==> config.mk <==
export PLATFORM = sky130hd
export DESIGN_NAME = vector_elem_sequencer_flat
export DESIGN_NICKNAME = d
export VERILOG_FILES = /design/src/rtl/vector_elem_sequencer_if.sv /design/src/rtl/vector_elem_sequencer.sv /design/src/flat_wrapper.sv
export SDC_FILE = /design/constraint.sdc
export NUM_CORES = 1
export LEC_CHECK = 0
export ABC_AREA = 1
export BUFFER_PORTS_ARGS = -buffer_cell sky130_fd_sc_hd__buf_2
export CORE_ASPECT_RATIO = 1.25
export CORE_MARGIN = 1.5
export CORE_UTILIZATION = 50
export DETAILED_ROUTE_END_ITERATION = 7
export PLACE_DENSITY = 0.75
export REMOVE_ABC_BUFFERS = 1
export SLEW_MARGIN = 20
export SYNTH_ARGS = -nofsm -noshare
export SYNTH_HDL_FRONTEND = slang
export SYNTH_SLANG_ARGS = --single-unit
==> constraint.sdc <==
create_clock -name CLK -period 4.6 [get_ports CLK]
set_input_delay 0.23 -clock CLK [delete_from_list [all_inputs] [get_ports CLK]]
set_output_delay 0.23 -clock CLK [all_outputs]
set_load 0.01 [all_outputs]
==> src/rtl/vector_elem_sequencer_if.sv <==
// rtl/vector_elem_sequencer_if.sv - operation handshake and element-group issue bundle
interface vector_elem_sequencer_if #(
  parameter int NUM_LANES = 4,
  parameter int VLEN      = 128,
  parameter int VL_W      = $clog2(VLEN) + 1
);
  logic                 start;
  logic                 start_ready;
  logic [VL_W-1:0]      vl;
  logic [VL_W-1:0]      vstart;
  logic                 serial;
  logic                 stall;
  logic                 flush;
  logic                 issue_valid;
  logic [VL_W-1:0]      base_idx;
  logic [NUM_LANES-1:0] lane_active;
  logic                 first;
  logic                 last;
  logic                 busy;
  logic                 done;

  modport master (
    output start, vl, vstart, serial, stall, flush,
    input  start_ready, issue_valid, base_idx, lane_active, first, last, busy, done
  );

  modport slave (
    input  start, vl, vstart, serial, stall, flush,
    output start_ready, issue_valid, base_idx, lane_active, first, last, busy, done
  );
endinterface

==> src/rtl/vector_elem_sequencer.sv <==
// rtl/vector_elem_sequencer.sv - walks a vector op's element index space in lane-wide groups
module vector_elem_sequencer #(
  parameter int NUM_LANES = 4,
  parameter int VLEN      = 128,
  parameter int VL_W      = $clog2(VLEN) + 1
) (
  input logic                    CLK,
  input logic                    RST,
  vector_elem_sequencer_if.slave seq
);
  localparam int XW = VL_W + 1;

  localparam logic [1:0] S_IDLE = 2'd0;
  localparam logic [1:0] S_RUN  = 2'd1;
  localparam logic [1:0] S_FIN  = 2'd2;

  logic [1:0]           state_q, state_d;
  logic [VL_W-1:0]      vl_q, vl_d;
  logic                 ser_q, ser_d;
  logic [VL_W-1:0]      base_q, base_d;
  logic                 first_q, first_d;
  logic                 last_q, last_d;
  logic [NUM_LANES-1:0] lanes_q, lanes_d;
  logic                 valid_q, valid_d;
  logic                 busy_q, busy_d;
  logic                 done_q, done_d;

  function automatic logic [XW-1:0] step_of(input logic ser);
    return ser ? XW'(1) : XW'(NUM_LANES);
  endfunction

  // Sums are taken one bit wider than VL_W so a group ending at vl = VLEN cannot wrap.
  function automatic logic [NUM_LANES-1:0] lanes_for(input logic [VL_W-1:0] b,
                                                     input logic [VL_W-1:0] n,
                                                     input logic            ser);
    logic [NUM_LANES-1:0] lanes;
    lanes = '0;
    for (int i = 0; i < NUM_LANES; i++) begin
      lanes[i] = (({1'b0, b} + XW'(i)) < {1'b0, n}) && (!ser || (i == 0));
    end
    return lanes;
  endfunction

  always_comb begin
    state_d = state_q;
    vl_d    = vl_q;
    ser_d   = ser_q;
    base_d  = base_q;
    first_d = first_q;
    unique case (state_q)
      S_IDLE: begin
        if (seq.start) begin
          vl_d    = seq.vl;
          ser_d   = seq.serial;
          first_d = 1'b1;
          if (seq.vstart < seq.vl) begin
            state_d = S_RUN;
            base_d  = seq.vstart;
          end else begin
            state_d = S_FIN;
          end
        end
      end
      S_RUN: begin
        if (seq.flush) begin
          state_d = S_IDLE;
        end else if (!seq.stall) begin
          if (last_q) begin
            state_d = S_FIN;
          end else begin
            base_d  = base_q + VL_W'(step_of(ser_q));
            first_d = 1'b0;
          end
        end
      end
      S_FIN: begin
        state_d = S_IDLE;
      end
      default: begin
        state_d = S_IDLE;
      end
    endcase
  end

  // Group outputs are derived from the next-state values so every output is a flop.
  always_comb begin
    valid_d = (state_d == S_RUN);
    busy_d  = (state_d != S_IDLE);
    done_d  = (state_d == S_FIN);
    lanes_d = valid_d ? lanes_for(base_d, vl_d, ser_d) : '0;
    last_d  = valid_d && (({1'b0, base_d} + step_of(ser_d)) >= {1'b0, vl_d});
  end

  always_ff @(posedge CLK) begin
    if (RST) begin
      state_q <= S_IDLE;
      vl_q    <= '0;
      ser_q   <= 1'b0;
      base_q  <= '0;
      first_q <= 1'b0;
      last_q  <= 1'b0;
      lanes_q <= '0;
      valid_q <= 1'b0;
      busy_q  <= 1'b0;
      done_q  <= 1'b0;
    end else begin
      state_q <= state_d;
      vl_q    <= vl_d;
      ser_q   <= ser_d;
      base_q  <= base_d;
      first_q <= valid_d && first_d;
      last_q  <= last_d;
      lanes_q <= lanes_d;
      valid_q <= valid_d;
      busy_q  <= busy_d;
      done_q  <= done_d;
    end
  end

  assign seq.start_ready = (state_q == S_IDLE);
  assign seq.issue_valid = valid_q;
  assign seq.base_idx    = base_q;
  assign seq.lane_active = lanes_q;
  assign seq.first       = first_q;
  assign seq.last        = last_q;
  assign seq.busy        = busy_q;
  assign seq.done        = done_q;
endmodule

==> src/flat_wrapper.sv <==
// flat-port wrapper written by rule: the top's interface ports become plain ports
module vector_elem_sequencer_flat 
#(
  parameter int NUM_LANES = 4,
  parameter int VLEN      = 128,
  parameter int VL_W      = $clog2(VLEN) + 1
)
  (CLK, RST, seq_start, seq_vl, seq_vstart, seq_serial, seq_stall, seq_flush, seq_start_ready, seq_issue_valid, seq_base_idx, seq_lane_active, seq_first, seq_last, seq_busy, seq_done);
  vector_elem_sequencer_if #(.NUM_LANES(NUM_LANES), .VLEN(VLEN), .VL_W(VL_W)) seq_i ();
  input logic CLK;
  input logic RST;
  input wire logic [$bits(seq_i.start)-1:0] seq_start;
  input wire logic [$bits(seq_i.vl)-1:0] seq_vl;
  input wire logic [$bits(seq_i.vstart)-1:0] seq_vstart;
  input wire logic [$bits(seq_i.serial)-1:0] seq_serial;
  input wire logic [$bits(seq_i.stall)-1:0] seq_stall;
  input wire logic [$bits(seq_i.flush)-1:0] seq_flush;
  output wire logic [$bits(seq_i.start_ready)-1:0] seq_start_ready;
  output wire logic [$bits(seq_i.issue_valid)-1:0] seq_issue_valid;
  output wire logic [$bits(seq_i.base_idx)-1:0] seq_base_idx;
  output wire logic [$bits(seq_i.lane_active)-1:0] seq_lane_active;
  output wire logic [$bits(seq_i.first)-1:0] seq_first;
  output wire logic [$bits(seq_i.last)-1:0] seq_last;
  output wire logic [$bits(seq_i.busy)-1:0] seq_busy;
  output wire logic [$bits(seq_i.done)-1:0] seq_done;
  assign seq_i.start = seq_start;
  assign seq_i.vl = seq_vl;
  assign seq_i.vstart = seq_vstart;
  assign seq_i.serial = seq_serial;
  assign seq_i.stall = seq_stall;
  assign seq_i.flush = seq_flush;
  assign seq_start_ready = seq_i.start_ready;
  assign seq_issue_valid = seq_i.issue_valid;
  assign seq_base_idx = seq_i.base_idx;
  assign seq_lane_active = seq_i.lane_active;
  assign seq_first = seq_i.first;
  assign seq_last = seq_i.last;
  assign seq_busy = seq_i.busy;
  assign seq_done = seq_i.done;
  vector_elem_sequencer #(.NUM_LANES(NUM_LANES), .VLEN(VLEN), .VL_W(VL_W)) u_core (.CLK(CLK), .RST(RST), .seq(seq_i));
endmodule
==> summary.md <==
| Metric | Value |
|---|---|
| Slew headroom | `0.278` |
| CTS Hold Bufs | `0` |
| Clk buf depth | `2` |
| CTS tree | `yes` |
| Post-Route WL | `7400 µm` |
| Final slew viol count | `0` |
| Mapped Area | `3060 µm²` |
| Port bufs | `39` |
| Clock Sinks | `28` |
| Most common cell in the netlist | `nand2_1` |
| Drt wl/cell | `13.9 µm` |
| Starting Density | `0.523` |
| Post-CTS setup buffers | `0` |
| Maximum clock rate | `0.263 GHz` |
| TNS Setup | `0 ps` |
| Cts bufs inserted | `3` |
| R2r endpoint | `u_core.seq.last` |
| Global-route wire length before repair | `12300 µm` |
| Hold Crit Class | `in2reg` |
| Post-synth EDFFs | `0` |
| Grt met1 use | `0.264` |
| GRT overflow | `0` |
| CTS resizes | `0` |
| Vias in the first global route | `2767` |
| Dpl hpwl | `6060 µm` |
| Clock Latency Late Sink | `280 ps` |
| Critical Path AT | `3970 ps` |
| Mean Syn Cell Area | `7.41 µm²` |
| Num ports | `40` |
| Met3 global-route usage | `0.0290` |
| Area delta synth->final | `10.3%` |
| CTS clk-pin slew, worst paths | `90 ps` |
| R2r startpoint | `u_core.state_q[1]` |
| Placement Cell Area | `3310 µm²` |
| Cells on worst reg2reg path | `17` |
| Worst EP required | `4770 ps` |
| Rows | `31` |
| # setup viols final | `0` |
| FFs w/ async S/R, synth | `0` |
| Maxcap violations | `0` |
| Worst Max-Slew Pin Slew | `1070 ps` |
| Initial antenna violation count | `0` |
| Top cells by area, synth | `ha_1 (22%), dfxtp_1 (18%), nand2_1 (11%)` |
| Ys Warns | `0` |
| Distinct cells, synth | `40` |
| Largest net degree at the start of global routing | `23` |
| Die area | `6600 µm²` |
| Post-synth top flop | `dfxtp_1` |
| Synth Instances | `413` |
| Routed vias/inst | `5.29` |
| GRT Overall Usage | `0.236` |
| ANT nets after route | `0` |
| Post-route cell area | `3380 µm²` |
| # nets final | `525` |
| Post-synthesis sequential area ratio | `0.183` |
| CP Launch Point | `u_core.state_q[1]` |
| Pre-antenna DRT Iters | `4` |
| Die Wd | `73.0 µm` |
| Clock root cell | `clkbuf_8` |
| Final Hold Fails | `0` |
| Share of layout cells above drive strength 1 | `0.241` |
| Die Ht | `90.5 µm` |
| Synth top cells by count | `nand2_1 (87), ha_1 (53), inv_1 (44)` |
| Critical path class | `reg2reg` |
| DR iter-0 viols | `113` |
| Met2 Use GR | `0.408` |
| # H-tree levels | `1` |
| Synthesized flop and latch total | `28` |
| Synth area leader | `ha_1` |
| Clock period minus worst slack | `3800 ps` |
| Placer Congestion | `0.925` |
| Post-synth top area share | `0.217` |
| N_diodes | `0` |
| Clock Skew | `9.23 ps` |
| Power density over cell area | `355 nW/µm²` |
| R2R setup slack | `800 ps` |
| Drt drc | `0` |
| Worst Setup End Kind | `flip-flop` |
| CP max FO | `18` |
| Crit share post-route | `0.826` |
| Via Count | `2810` |
| Crit path to | `u_core.seq.last` |
| Outcome | `completed` |
| VDD IR max | `0.179 mV` |
| RSZ-0062 raised after global routing | `no` |
| Core Area | `5860 µm²` |
| Leak | `1.74 nW` |
| GR peak layer | `met2` |
| CP Launch Type | `flip-flop` |
flip-flops by register name, summed over array words and instances, names as in the netlist:
register,flops
u_core.seq.base_idx,8
u_core.vl_q,8
u_core.seq.lane_active,4
u_core.state_q,2
u_core.seq.busy,1
u_core.seq.done,1
u_core.seq.first,1
u_core.seq.issue_valid,1
u_core.seq.last,1
u_core.ser_q,1
cell type report:
cell class	instances	area [µm²]
clock inverter	1	30.0
timing repair buffer	39	195
multi-input combinational	323	2240
inverter	55	209
fill	560	2480
tap	82	103
sequential	28	561
clock buffer	3	41.3
worst max-delay path, cell delays in order, from the launching register on:
cell,delay (ps)
dfxtp_1,410
nor2_2,450
inv_2,100
nor2_4,330
inv_2,110
o21ai_1,270
inv_1,80
ha_1,210
ha_1,220
a21oi_1,240
nor2_4,90
xnor2_1,170
ha_1,280
a21oi_1,150
o221a_2,170
o21ai_0,60
a211oi_1,270
a21oi_2,80
stage by stage:
stage | setup slack (ps) | utilization | hold WS [ps] | instances | total power [W]
5_1_grt | 462 | 0.577 | 242 | 531 | 0.00131
3_3_place_gp | 952 | 0.565 | 518 | 527 | 0.000984
3_5_place_dp | 835 | 0.565 | 513 | 527 | 0.00101
6_report | 802 | 0.577 | 241 | 531 | 0.00120
4_1_cts | 813 | 0.577 | 243 | 531 | 0.00120
2_1_floorplan | 1190 | - | 299 | 406 | 0.000833
per-layer routing:
metal  part of all wire  vias up
li1                   -     1422
met4              0.053        0
met2               0.51       85
met3              0.040       29
met1               0.39     1274
met5                  0        -
power breakdown:
part	switching (W)	leakage, nW	internal [W]
combinational	0.000449	1.48	0.000266
clock	0.0000767	0.0357	0.000117
sequential	0.0000210	0.231	0.000268
logic make-up after synthesis:
| family | after synthesis | share of synthesized area |
|---|---|---|
| AO/OA/AOI/OAI | 56 | 0.115 |
| XOR/XNOR | 24 | 0.0711 |
| adder cells (fa/ha/maj) | 53 | 0.217 |
| buffers and inverters | 62 | 0.0854 |
| flip-flops | 28 | 0.183 |
| AND/OR/NAND/NOR | 190 | 0.329 |
how the worst min path moves through the flow:
stage	startpoint	end	slack (ps)	depth (start not counted)
after CTS	seq_vl[0]	u_core.vl_q[0]	240	3
after detailed placement	u_core.seq.first	u_core.seq.first	510	2
after global routing	seq_vl[0]	u_core.vl_q[0]	240	3
after global placement	u_core.seq.first	u_core.seq.first	520	2
after floorplan	RST	u_core.seq.busy	300	1
final	seq_vl[0]	u_core.vl_q[0]	240	3
cell usage in the layout (no fill, tap or decap), types with 3 or more instances in the layout:
cell type / netlist / final
nand2_1: 87 / 87
ha_1: 53 / 53
inv_1: 44 / 44
buf_2: 2 / 39
nor2_1: 33 / 33
dfxtp_1: 28 / 28
a21oi_1: 23 / 23
xor2_1: 21 / 21
nand3_1: 12 / 12
nand2_2: 11 / 11
nand4_1: 11 / 11
nand3_2: 10 / 10
o21ai_0: 10 / 10
inv_2: 8 / 8
nor2_4: 8 / 8
nand2_4: 6 / 6
nor2_2: 6 / 6
a211oi_1: 5 / 5
o21ai_1: 4 / 4
a21oi_2: 4 / 4
clkbuf_8: 0 / 3
No activity file was read; power rests on OpenSTA's default activity.
